File: src/rtl/csi2_packet_decoder.sv
// CSI-2 packet decoder: parses ECC-protected headers from aligned lane byte pairs, emits sync
// pulses and 16-bit payload beats. Define CSI2_CRC_CHECK_EN to enable payload CRC checking.
module csi2_packet_decoder #(
    parameter logic [3:0]  VC_MASK = 4'b0001,
    parameter logic [15:0] MAX_WC  = 16'd8192
) (
    input  logic        byte_clk,
    input  logic        reset,
    input  logic [7:0]  lane0_byte,
    input  logic [7:0]  lane1_byte,
    input  logic        byte_valid,
    input  logic        sot,
    input  logic        eot,
    output logic        frame_start,
    output logic        frame_end,
    output logic        line_start,
    output logic        line_end,
    output logic        hdr_valid,
    output logic [1:0]  virt_chan,
    output logic [5:0]  data_type,
    output logic [15:0] word_count,
    output logic [15:0] pix_data,
    output logic        pix_valid,
    output logic [1:0]  pix_be,
    output logic        pix_last,
    output logic        ecc_err,
    output logic        len_err,
    output logic        crc_err,
    output logic [2:0]  dbg_state
);

    // Handshake: a beat is consumed on every cycle byte_valid is high (no backpressure);
    // pix_valid qualifies pix_data/pix_be/pix_last for exactly that one output cycle.

    typedef enum logic [2:0] {
        S_IDLE     = 3'd0,
        S_HDR      = 3'd1,
        S_PAYLOAD  = 3'd2,
        S_CRC      = 3'd3,
        S_CRC_HI   = 3'd4,
        S_WAIT_EOT = 3'd5
    } state_t;

    state_t      state_q, state_d;
    logic [7:0]  di_q, di_d;
    logic [7:0]  wc_lo_q, wc_lo_d;
    logic [15:0] rem_q, rem_d;
    logic [1:0]  vc_d;
    logic [5:0]  dt_d;
    logic [15:0] wc_d;
    logic [15:0] pix_data_d;
    logic        pix_valid_d;
    logic [1:0]  pix_be_d;
    logic        pix_last_d;
    logic [3:0]  sync_d;
    logic        hdr_valid_d;
    logic        ecc_err_d;
    logic        len_err_d;

    logic [15:0] hdr_wc;
    logic [1:0]  hdr_vc;
    logic [5:0]  hdr_dt;
    logic        ecc_ok;
    logic        in_packet;

    // Bit d[0] is DI bit 0, d[23] is WC bit 15.
    function automatic logic [5:0] hdr_ecc(input logic [23:0] d);
        logic [5:0] p;
        p[0] = d[0]^d[1]^d[2]^d[4]^d[5]^d[7]^d[10]^d[11]^d[13]^d[16]^d[20]^d[21]^d[22]^d[23];
        p[1] = d[0]^d[1]^d[3]^d[4]^d[6]^d[8]^d[10]^d[12]^d[14]^d[17]^d[20]^d[21]^d[22]^d[23];
        p[2] = d[0]^d[2]^d[3]^d[5]^d[6]^d[9]^d[11]^d[12]^d[15]^d[18]^d[20]^d[21]^d[22];
        p[3] = d[1]^d[2]^d[3]^d[7]^d[8]^d[9]^d[13]^d[14]^d[15]^d[19]^d[20]^d[21]^d[23];
        p[4] = d[4]^d[5]^d[6]^d[7]^d[8]^d[9]^d[16]^d[17]^d[18]^d[19]^d[20]^d[22]^d[23];
        p[5] = d[10]^d[11]^d[12]^d[13]^d[14]^d[15]^d[16]^d[17]^d[18]^d[19]^d[21]^d[22]^d[23];
        return p;
    endfunction

`ifdef CSI2_CRC_CHECK_EN
    logic [15:0] crc_acc_q, crc_acc_d;
    logic [7:0]  crc_lo_q, crc_lo_d;
    logic        crc_err_d;

    // Reflected CRC-16/CCITT, data bits taken LSB first.
    function automatic logic [15:0] crc_byte(input logic [15:0] c, input logic [7:0] b);
        logic [15:0] r;
        r = c;
        for (int i = 0; i < 8; i++) begin
            if (r[0] ^ b[i]) r = (r >> 1) ^ 16'h8408;
            else             r = r >> 1;
        end
        return r;
    endfunction
`endif

    assign hdr_wc    = {lane0_byte, wc_lo_q};
    assign hdr_vc    = di_q[7:6];
    assign hdr_dt    = di_q[5:0];
    assign ecc_ok    = (lane1_byte[7:6] == 2'b00) &&
                       (lane1_byte[5:0] == hdr_ecc({lane0_byte, wc_lo_q, di_q}));
    assign in_packet = (state_q == S_HDR) || (state_q == S_PAYLOAD) ||
                       (state_q == S_CRC) || (state_q == S_CRC_HI);
    assign dbg_state = state_q;

    always_comb begin
        state_d     = state_q;
        di_d        = di_q;
        wc_lo_d     = wc_lo_q;
        rem_d       = rem_q;
        vc_d        = virt_chan;
        dt_d        = data_type;
        wc_d        = word_count;
        pix_data_d  = pix_data;
        pix_valid_d = 1'b0;
        pix_be_d    = 2'b00;
        pix_last_d  = 1'b0;
        sync_d      = 4'b0000;
        hdr_valid_d = 1'b0;
        ecc_err_d   = 1'b0;
        len_err_d   = 1'b0;
`ifdef CSI2_CRC_CHECK_EN
        crc_acc_d   = crc_acc_q;
        crc_lo_d    = crc_lo_q;
        crc_err_d   = 1'b0;
`endif
        // A new sot always wins; it truncates anything still in flight.
        if (byte_valid && sot) begin
            len_err_d = (state_q != S_IDLE) && (state_q != S_WAIT_EOT);
            di_d      = lane0_byte;
            wc_lo_d   = lane1_byte;
            state_d   = S_HDR;
        end else if (eot && in_packet) begin
            len_err_d = 1'b1;
            state_d   = S_IDLE;
        end else if (state_q == S_WAIT_EOT) begin
            if (eot) state_d = S_IDLE;
        end else if (byte_valid) begin
            case (state_q)
                S_HDR: begin
                    if (!ecc_ok) begin
                        ecc_err_d = 1'b1;
                        state_d   = S_WAIT_EOT;
                    end else if (!VC_MASK[hdr_vc]) begin
                        state_d   = S_WAIT_EOT;
                    end else if (hdr_dt <= 6'h0F) begin
                        hdr_valid_d = 1'b1;
                        vc_d        = hdr_vc;
                        dt_d        = hdr_dt;
                        wc_d        = hdr_wc;
                        if (hdr_dt < 6'h04) sync_d[hdr_dt[1:0]] = 1'b1;
                        state_d     = S_WAIT_EOT;
                    end else if (hdr_wc > MAX_WC) begin
                        len_err_d = 1'b1;
                        state_d   = S_WAIT_EOT;
                    end else begin
                        hdr_valid_d = 1'b1;
                        vc_d        = hdr_vc;
                        dt_d        = hdr_dt;
                        wc_d        = hdr_wc;
                        rem_d       = hdr_wc;
                        state_d     = (hdr_wc == 16'd0) ? S_CRC : S_PAYLOAD;
`ifdef CSI2_CRC_CHECK_EN
                        crc_acc_d   = 16'hFFFF;
`endif
                    end
                end
                S_PAYLOAD: begin
                    pix_valid_d = 1'b1;
                    if (rem_q == 16'd1) begin
                        // Odd tail: lane1 already carries the low CRC byte.
                        pix_data_d = {8'h00, lane0_byte};
                        pix_be_d   = 2'b01;
                        pix_last_d = 1'b1;
                        rem_d      = 16'd0;
                        state_d    = S_CRC_HI;
`ifdef CSI2_CRC_CHECK_EN
                        crc_acc_d  = crc_byte(crc_acc_q, lane0_byte);
                        crc_lo_d   = lane1_byte;
`endif
                    end else begin
                        pix_data_d = {lane1_byte, lane0_byte};
                        pix_be_d   = 2'b11;
`ifdef CSI2_CRC_CHECK_EN
                        crc_acc_d  = crc_byte(crc_byte(crc_acc_q, lane0_byte), lane1_byte);
`endif
                        if (rem_q == 16'd2) begin
                            pix_last_d = 1'b1;
                            rem_d      = 16'd0;
                            state_d    = S_CRC;
                        end else begin
                            rem_d      = rem_q - 16'd2;
                        end
                    end
                end
                S_CRC: begin
                    state_d = S_WAIT_EOT;
`ifdef CSI2_CRC_CHECK_EN
                    crc_err_d = ({lane1_byte, lane0_byte} != 16'h0000) &&
                                ({lane1_byte, lane0_byte} != crc_acc_q);
`endif
                end
                S_CRC_HI: begin
                    state_d = S_WAIT_EOT;
`ifdef CSI2_CRC_CHECK_EN
                    crc_err_d = ({lane0_byte, crc_lo_q} != 16'h0000) &&
                                ({lane0_byte, crc_lo_q} != crc_acc_q);
`endif
                end
                default: ;
            endcase
        end
    end

    always_ff @(posedge byte_clk or negedge reset) begin
        if (!reset) state_q <= S_IDLE;
        else        state_q <= state_d;
    end

    always_ff @(posedge byte_clk or negedge reset) begin
        if (!reset) begin
            di_q        <= '0;
            wc_lo_q     <= '0;
            rem_q       <= '0;
            frame_start <= 1'b0;
            frame_end   <= 1'b0;
            line_start  <= 1'b0;
            line_end    <= 1'b0;
            hdr_valid   <= 1'b0;
            virt_chan   <= '0;
            data_type   <= '0;
            word_count  <= '0;
            pix_data    <= '0;
            pix_valid   <= 1'b0;
            pix_be      <= '0;
            pix_last    <= 1'b0;
            ecc_err     <= 1'b0;
            len_err     <= 1'b0;
        end else begin
            di_q        <= di_d;
            wc_lo_q     <= wc_lo_d;
            rem_q       <= rem_d;
            frame_start <= sync_d[0];
            frame_end   <= sync_d[1];
            line_start  <= sync_d[2];
            line_end    <= sync_d[3];
            hdr_valid   <= hdr_valid_d;
            virt_chan   <= vc_d;
            data_type   <= dt_d;
            word_count  <= wc_d;
            pix_data    <= pix_data_d;
            pix_valid   <= pix_valid_d;
            pix_be      <= pix_be_d;
            pix_last    <= pix_last_d;
            ecc_err     <= ecc_err_d;
            len_err     <= len_err_d;
        end
    end

`ifdef CSI2_CRC_CHECK_EN
    always_ff @(posedge byte_clk or negedge reset) begin
        if (!reset) begin
            crc_acc_q <= '0;
            crc_lo_q  <= '0;
            crc_err   <= 1'b0;
        end else begin
            crc_acc_q <= crc_acc_d;
            crc_lo_q  <= crc_lo_d;
            crc_err   <= crc_err_d;
        end
    end
`else
    assign crc_err = 1'b0;
`endif

endmodule

File: config.mk
export PLATFORM = sky130hd
export DESIGN_NAME = csi2_packet_decoder
export DESIGN_NICKNAME = d
export VERILOG_FILES = /design/src/rtl/csi2_packet_decoder.sv
export SDC_FILE = /design/constraint.sdc
export NUM_CORES = 1
export LEC_CHECK = 0
export CORE_MARGIN = 3
export CORE_UTILIZATION = 45
export CTS_CLUSTER_DIAMETER = 150
export DETAILED_ROUTE_END_ITERATION = 12
export PLACE_DENSITY_LB_ADDON = 0.3
export SYNTH_ARGS = -nofsm -noshare
export SYNTH_HDL_FRONTEND = slang
export SYNTH_SLANG_ARGS = --single-unit
File: constraint.sdc
create_clock -name byte_clk -period 3.5 [get_ports byte_clk]
set_input_delay 0.7 -clock byte_clk [delete_from_list [all_inputs] [get_ports byte_clk]]
set_output_delay 0.7 -clock byte_clk [all_outputs]
set_load 0.03 [all_outputs]
# Yosys cells after proc, flatten, opt, wreduce, memory -nomap -nowiden
# Index checks and enable logic that the tools add are counted.
# classes
n_reduce_logical,19
mux,81
addsub,1
order_cmp,6
n_eq_ne,16
bitwise_logic,76
# ops
cell,n
$mux W16,8
$xor A1 B1 Y1,73
$mux W1,39
$mux W4,9
$mux W3,11
$pmux W16 S2,1
$eq A16 B1 Y1 const B,1
$eq A16 B2 Y1 const B,1
$gt A16 B14 Y1 const B,1
$logic_not A16 Y1,1
$mux W2,8
$sub A16 B2 Y16 const B,1
$mux W6,2
$pmux W3 S3,1
$reduce_and A9 Y1,1
$ne A2 B2 Y1 const B,4
$reduce_and A8 Y1,1
$eq A3 B2 Y1 const B,2
$eq A3 B3 Y1 const B,2
$eq A6 B6 Y1,1
$le A6 B4 Y1 const B,1
$lt A2 B3 Y1 const B,2
$lt A6 B3 Y1 const B,1
$ne A6 B1 Y1 const B,1
other kinds (18),26
# word_totals
output_inout_bits,55
word_cells,217
reg_bits,86

# Longest topological paths before layout
# Gate-level depths: netlist of run 1.
# depth
ltp_word,21
depth_mapped,11
mapped_depth_nobuf,10

# Least setup slack after synthesis of run 1
# No wires, ideal clock.
# synth_path
path_type,input to register
from,input lane0_byte[0]
to,register word_count[7]
arrival_ns,3.020
cell_stages,10
setup_time_ns,0.128
required_time_ns,3.372
slack_ns,0.353
cell_sequence,buf_4 -> xor3_2 -> xor2_1 -> nand2_1 -> a2bb2oi_1 -> o221ai_2 -> nand2_2 -> nor4_4 -> buf_6 -> mux2_1
# synth_between
elab_chain_len,10
# synth_rtl
item,line_no,rtl
start: declaration,9,"input logic [7:0] lane0_byte,"
$xor A1 B1 Y1 (on tied branches) (7 in series),"73, 74",
$eq A6 B6 Y1,99,"(lane1_byte[5:0] == hdr_ecc({lane0_byte, wc_lo_q, di_q}));"
$logic_and A1 B1 Y1,98,assign ecc_ok = (lane1_byte[7:6] == 2'b00) &&
$reduce_and A8 Y1 (no source line) *,n/a,
end signal: assignment,248,word_count <= wc_d;
end: declaration,21,"output logic [15:0] word_count,"
# Every way passes the cells marked *; elsewhere a longest branch is shown, timed or not.
# A chain may end at the register's enable or synchronous reset.

# Final worst setup path of run 1
# layout_path
from,input lane0_byte[2]
to,register word_count[2]
# layout_between
elab_chain_len,8
# layout_rtl
item
branches (longest 7 deep; another with $gt A16 B14 Y1)
$reduce_and A8 Y1 (no source line) *
# Mark *: on every way between the ends.

==> results by group, run 1 <==
Placed design
  • DP HPWL: between 8000 and 9000 µm
  • Placed cell count: between 600 and 700
  • Number of port buffers: 74
  • Setup WS pre-CTS: -0.101 ns
  • DP Area: 5570 µm²
  • Gpl congestion: 0.896

Power and ir drop
  • P per Cell Area: 472 nW/µm²
  • Static Leak: approximately 2.7 nW
  • Worst VDD drop: around 0.22 mV

Drt
  • WL/cell: 17.8 µm
  • First DRT Iteration DRCs: approximately 260
  • Final WL: approximately 12,000 µm
  • ANT nets after route: 0
  • Vias per cell: ~5.6
  • Via Count: slightly below 4,000
  • First-pass DRT Iterations: 5
  • DR DRC count: 0

Global route
  • Met2 GRT Util: 0.360
  • GRT overflow: 0
  • Vias in the first global route: 3,986
  • First-pass GRT wire length: slightly above 20,000 µm
  • Met1 global-route usage: 0.306
  • GR Util met3: 0.0397
  • GRT Total Usage: 0.227
  • Largest net degree at the start of global routing: between 60 and 70
  • Initial antenna violation count: 0
  • Busiest layer in global routing: met2

Clocking
  • H-Tree Depth: 3
  • CTS tree: built
  • Clk sinks: 85
  • Num CTS Buffers: 9
  • Cts repair resizes: 0
  • Hold Buf Count CTS: 0
  • Clk slew on worst S/H paths: about 0.08 ns
  • Post-CTS Setup Bufs: 0
  • Clock buffer depth: 2
  • Clock root cell: clkbuf_8
  • Clock latency at the later pin of the worst-skew pair: 0.36 ns

Flow run
  • Max-Cap Viols: 0

Worst setup path
  • Worst R2R End: word_count[2]$_DFFE_PN0P_
  • Required time worst endpoint: about 3.7 ns
  • Reg-to-reg startpoint: di_q[0]$_DFFE_PN0P_
  • CP startpoint kind: input port
  • R2R Setup Slk: around 0.31 ns
  • Crit end category: flop
  • Critical Path Fanout Max: 24
  • R2r worst-path depth: 10
  • WP data arrival: approximately 3.5 ns
  • Kind of critical path: input port to flop

Synthesis
  • Syn_area_per_cell: 9.55 µm²
  • Yosys warning total: 0
  • Sequential share of the synthesized area: 0.464
  • Synth Register Bits: 85
  • Post-Syn Area: approximately 4600 µm²
  • Synth area leader: dfrtp_1
  • Top cells by area, synth: dfrtp_1, nand2_1, xnor2_1
  • Share of the synthesized area in the top cell type: 0.464
  • Count of cell types in the netlist: 53
  • Mapped Nets: ~510
  • Post-synth EDFFs: 0
  • Cells after synthesis: 480
  • Most used DFF post-synth: dfrtp_1
  • Ys async rst share: 1.00

STA
  • Post-layout min period: 3.28 ns
  • Hold Slack: roughly 0.45 ns
  • Max Freq: 0.305 GHz
  • Final setup vio count: 0
  • Final worst slack: about 0.22 ns
  • RSZ-0062 raised after global routing: no
  • Worst rel slew slack: 0.401
  • Slew Viols, Final: 0
  • Final Hold Vio Count: 0
  • Slew @ Worst Pin: ~0.89 ns
  • Final worst-path cycle share: 0.938
  • Worst Skew: ~0.016 ns

Layout
  • Area Overhead vs Synth: 26.4%
  • Fin nets: 590
  • Ratio of cells with drive above 1 in the final layout: 0.101
  • Ant diodes: 0
  • Finished Layout Cells: approximately 700
  • Area of all placed cells without fillers: just under 6000 µm²

Floorplanning
  • Core footprint: roughly 9800 µm²
  • Vert. Die Dim: about 110 µm
  • Die W: around 110 µm
  • Die area: roughly 11,000 µm²
  • FP Rows: 36
  • Initial core utilization: 0.467
  • IO Pins: 76

Worst hold path
  • Worst hold path type: input port to async pin

Outcome
  • Status: finished, final reports clean
## how the worst max path moves through the flow
stage,from,endpoint,slack (ns),depth (start not counted)
final,lane0_byte[2],word_count[2]$_DFFE_PN0P_,0.22,10
after global routing,lane0_byte[2],word_count[6]$_DFFE_PN0P_,0.13,10
after global placement,lane0_byte[2],word_count[15]$_DFFE_PN0P_,-0.002,9
after CTS,lane0_byte[2],word_count[11]$_DFFE_PN0P_,0.26,10
after floorplan,lane0_byte[0],word_count[7]$_DFFE_PN0P_,0.35,10
after detailed placement,lane0_byte[2],word_count[11]$_DFFE_PN0P_,-0.10,10
## area by class of cell
cell class	count	area, µm²
Fill cell	874	4030
Multi-Input combinational cell	347	2230
Sequential cell	85	2130
Timing Repair Buffer	104	988
Tap cell	133	166
Clock buffer	10	138
Clock inverter	5	83.8
Inverter	14	52.6
## synthesized netlist by cell type, types with 2 or more instances
| master | n |
|---|---|
| nand2_1 | 90 |
| dfrtp_1 | 85 |
| o21ai_0 | 37 |
| nor2_1 | 25 |
| xnor2_1 | 25 |
| clkbuf_1 | 21 |
| mux2_1 | 18 |
| o22ai_1 | 17 |
| a21oi_1 | 16 |
| inv_1 | 14 |
| nor3_1 | 13 |
| xor2_1 | 13 |
| ha_1 | 8 |
| nor2b_1 | 8 |
| nand3_1 | 7 |
| and2_1 | 6 |
| a32oi_1 | 5 |
| buf_2 | 5 |
| buf_4 | 5 |
| nor4_1 | 5 |
| a22oi_1 | 4 |
| mux2_2 | 4 |
| nand4_1 | 4 |
| and3_1 | 3 |
| mux2i_1 | 3 |
| nand2b_1 | 3 |
| o211ai_1 | 3 |
| xnor3_1 | 3 |
| a211oi_1 | 2 |
| a2bb2oi_1 | 2 |
| a31oi_1 | 2 |
| buf_6 | 2 |
| or3_1 | 2 |
## flip-flops by register name (all words and copies together), names as in the netlist
signal and flops:
pix_data 16, rem_q 16, word_count 16, di_q 8, wc_lo_q 8, data_type 6
dbg_state 3, virt_chan 2, ecc_err 1, frame_end 1, frame_start 1, hdr_valid 1
len_err 1, line_end 1, line_start 1, pix_be 1, pix_last 1, pix_valid 1
## metal layers
| metal | wire (µm) | share of wire |
|---|---|---|
| met3 | 849 | 0.068 |
| met5 | 0 | 0 |
| met1 | 5350 | 0.43 |
| met4 | 427 | 0.034 |
| met2 | 5820 | 0.47 |
## power breakdown
| group | switching, W | internal (W) |
|---|---|---|
| registers | 0.000100 | 0.00104 |
| logic | 0.000433 | 0.000364 |
| clock network | 0.000373 | 0.000420 |
| total | 0.000906 | 0.00182 |
## kinds of logic after synthesis
family / after synthesis / synth area share
AO/OA/AOI/OAI: 98 / 0.132
buffers and inverters: 48 / 0.0483
multiplexers: 25 / 0.0606
other: 1 / 0.000818
XOR/XNOR: 44 / 0.0999
AND/OR/NAND/NOR: 171 / 0.172
flip-flops: 85 / 0.464
adder cells (fa/ha/maj): 8 / 0.0218
## through the flow
stage                util  TNS (ns)  power [W]
floorplan               -         0    0.00168
global placement    0.567  -0.00444    0.00192
detailed placement  0.567     -1.84    0.00195
CTS                 0.590         0    0.00273
global route        0.590         0    0.00285
finish              0.590         0    0.00273
## cell usage in the layout (no fill, tap or decap), types with 8 or more instances in the layout
master           synthesis  final
a21oi_1                 16     16
buf_4                    5     29
clkbuf_8                 0     10
clkdlybuf4s50_1          0     73
dfrtp_1                 85     85
ha_1                     8      8
inv_1                   14     14
mux2_1                  18     18
nand2_1                 90     90
nor2_1                  25     25
nor2b_1                  8      8
nor3_1                  13     13
o21ai_0                 37     37
o22ai_1                 17     17
xnor2_1                 25     25
xor2_1                  13     13
## worst max-delay path, cell delays in order
cell and delay, ns:
clkdlybuf4s50_1 0.66, xor3_2 0.36, xnor2_1 0.28, nand2_1 0.14, a2bb2oi_1 0.16, o221ai_2 0.19, nand2_2 0.10, nor4_4 0.33
buf_12 0.22, mux2_1 0.34
No activity file was read; power rests on OpenSTA's default activity.
==> run 2, diff against run 1 <==
--- a/config.mk
+++ b/config.mk
@@ -10,6 +10,7 @@
 export CTS_CLUSTER_DIAMETER = 150
 export DETAILED_ROUTE_END_ITERATION = 12
 export PLACE_DENSITY_LB_ADDON = 0.3
+export RECOVER_POWER = 25
 export SYNTH_ARGS = -nofsm -noshare
 export SYNTH_HDL_FRONTEND = slang
 export SYNTH_SLANG_ARGS = --single-unit
==> constraint.sdc (replaced) <==
create_clock -name byte_clk -period 3.5 [get_ports byte_clk]
set_input_delay 0.35 -clock byte_clk [delete_from_list [all_inputs] [get_ports byte_clk]]
set_output_delay 0.35 -clock byte_clk [all_outputs]
set_load 0.03 [all_outputs]
==> run 2 against run 1 <==
Net effect:
- the run now ends with capacitance limit, slew limit left
- non-clock buffer count decreased by 13
- sequential power about the same
- cell count shrank 1.7%
- clock power decreased by 5.4%
- sequential cell count did not move
- die area unchanged
- worst setup slack better by 0.023 ns
- worst hold slack better by 0.033 ns
- via count shrank 1.0%
- total power decreased by 3.2%
- fmax grew 0.70%
==> results by group, run 2 (synthesis gave the netlist of run 1 again) <==
Outcome
  • Status: complete, but fails checks
  • Failing checks: capacitance limit, slew limit

STA
  • Max Freq: around 0.3 GHz
  • Final setup vio count: 0
  • Worst rel slew slack: -0.401
  • Post-layout min period: ~3.3 ns
  • Final Hold Vio Count: 0
  • Slew @ Worst Pin: around 2.1 ns
  • Setup TNS: 0 ns
  • Final worst-path cycle share: 0.931
  • Worst Skew: 0.00965 ns
  • RSZ-0062 raised after global routing: no
  • Slew Viols, Final: 86

Layout
  • Ant diodes: 0
  • Commonest non-fill, non-tap cell in the layout: nand2_1
  • Ratio of cells with drive above 1 in the final layout: 0.0814
  • Largest regs: pix_data (16), rem_q (16), word_count (16)
  • Most frequent cells in the layout: nand2_1, dfrtp_1, clkdlybuf4s50_1, o21ai_0
  • Fin nets: ~580
  • Area Overhead vs Synth: 23.6%

Power and ir drop
  • Seq pwr share: 0.430
  • P per Cell Area: ~470 nW/µm²
  • Static Leak: about 2.6 nW
  • Worst VDD drop: 0.233 mV
  • Switch share: 0.333
  • Net Switching: 0.000880 W
  • Power after layout: 0.00264 W
  • Clk pwr share: 0.284
  • Int Power: 0.00176 W
  • Comb pwr share: 0.286

Drt
  • DR DRC count: 0
  • WL met2: between 5000 and 6000 µm
  • ANT nets after route: 0
  • Top layer in use: met4
  • First-pass DRT Iterations: 5
  • First DRT Iteration DRCs: around 400
  • WL/cell: 17.6 µm
  • Routed met1 length: about 5200 µm
  • Vias per cell: roughly 5.6
  • Met3 wire length: 858 µm
  • Final WL: 12,100 µm
  • Via Count: just under 4,000

Floorplanning
  • Die area: 11,400 µm²
  • Core footprint: 9820 µm²
  • IO Pins: 76
  • Die W: roughly 110 µm
  • Initial core utilization: 0.467
  • FP Rows: 36
  • Vert. Die Dim: roughly 110 µm

Worst setup path
  • Slowest stage cell, crit path: dfrtp_1
  • WP data arrival: around 3.5 ns
  • R2R Setup Slk: between 0.2 and 0.25 ns
  • Crit-path max cell delay: ~0.47 ns
  • Crit. Startpoint: di_q[0]$_DFFE_PN0P_
  • Reg-to-reg startpoint: di_q[0]$_DFFE_PN0P_
  • Critical Path Fanout Max: 11
  • CP startpoint kind: flop
  • Kind of critical path: flop to flop
  • Crit path to: word_count[15]$_DFFE_PN0P_
  • Crit end category: flop
  • CP Cell Sequence: inv_1 -> ha_1 -> xnor3_1 -> xor2_1 -> xnor2_1 -> nor3_1 -> o221ai_1 -> nor4_4 -> buf_4 -> mux2_2
  • R2r worst-path depth: 10
  • Worst R2R End: word_count[15]$_DFFE_PN0P_
  • Required time worst endpoint: around 3.8 ns

Global route
  • First-pass GRT wire length: around 20,000 µm
  • Largest net degree at the start of global routing: 86
  • Vias in the first global route: around 3,900
  • GRT Total Usage: 0.223
  • GRT overflow: 0
  • Initial antenna violation count: 0

Clocking
  • Clock buffer depth: 2
  • H-Tree Depth: 3
  • Num CTS Buffers: 9
  • Clock root cell: clkbuf_8
  • Cts repair resizes: 0
  • Clk slew on worst S/H paths: roughly 0.08 ns
  • Clk sinks: 85
  • Post-CTS Setup Bufs: 0
  • Hold Buf Count CTS: 0
  • Clock latency at the later pin of the worst-skew pair: 0.37 ns
  • CTS tree: built

Placed design
  • DP HPWL: between 8000 and 9000 µm
  • Gpl congestion: just over 0.9
  • Number of port buffers: 74

Worst hold path
  • Worst hold path type: flop to flop

Flow run
  • Max-Cap Viols: 1
-- run 2: area by class of cell --
cell class	count	area, µm²
fill	893	4160
multi-input combinational	347	2230
sequential	85	2130
timing repair buffer	91	863
tap	133	166
clock buffer	12	165
clock inverter	4	55.1
inverter	14	52.6
-- run 2: worst min-delay path by stage --
stage,start,to,slack [ns],cells after the start
floorplan,reset,data_type[0]$_DFFE_PN0P_,0.05,0
global placement,pix_data[4]$_DFFE_PN0P_,pix_data[4]$_DFFE_PN0P_,0.46,2
detailed placement,pix_data[2]$_DFFE_PN0P_,pix_data[2]$_DFFE_PN0P_,0.47,2
CTS,reset,rem_q[12]$_DFFE_PN0P_,0.21,1
global route,word_count[14]$_DFFE_PN0P_,word_count[14]$_DFFE_PN0P_,0.51,1
finish,pix_data[5]$_DFFE_PN0P_,pix_data[5]$_DFFE_PN0P_,0.48,2
-- run 2: worst max-delay path: cells and delay by family (launching register included) --
family | cells | cell delay [ns]
XOR/XNOR | 3 | 0.83
buffers and inverters | 2 | 0.37
adder cells (fa/ha/maj) | 1 | 0.31
AND/OR/NAND/NOR | 2 | 0.53
flip-flops | 1 | 0.47
multiplexers | 1 | 0.36
AO/OA/AOI/OAI | 1 | 0.27
-- run 2: per-stage QoR --
step | instance area, µm² | util | setup slack (ns) | hold slack [ns] | instances
after floorplan | 4580 | - | 0.571 | 0.0544 | 480
after global placement | 5450 | 0.555 | 0.259 | 0.461 | 670
after detailed placement | 5450 | 0.555 | 0.219 | 0.470 | 670
after CTS | 5670 | 0.577 | 0.264 | 0.214 | 686
after global routing | 5660 | 0.577 | 0.0608 | 0.511 | 686
final | 5660 | 0.577 | 0.241 | 0.482 | 686
-- run 2: power groups by stage --
stage / sequential (W) / combinational, W / clock, W
2_1_floorplan: 0.00116 / 0.000516 / 0
3_3_place_gp: 0.00115 / 0.000730 / 0
3_5_place_dp: 0.00115 / 0.000752 / 0
4_1_cts: 0.00113 / 0.000755 / 0.000769
5_1_grt: 0.00115 / 0.000828 / 0.000811
6_report: 0.00114 / 0.000757 / 0.000750
-- run 2: routing by layer --
layer | up-vias | track usage
met1 | 1870 | 0.293
met4 | 0 | 0.0795
met2 | 167 | 0.363
li1 | 1780 | -
met5 | - | 0
met3 | 36 | 0.0494
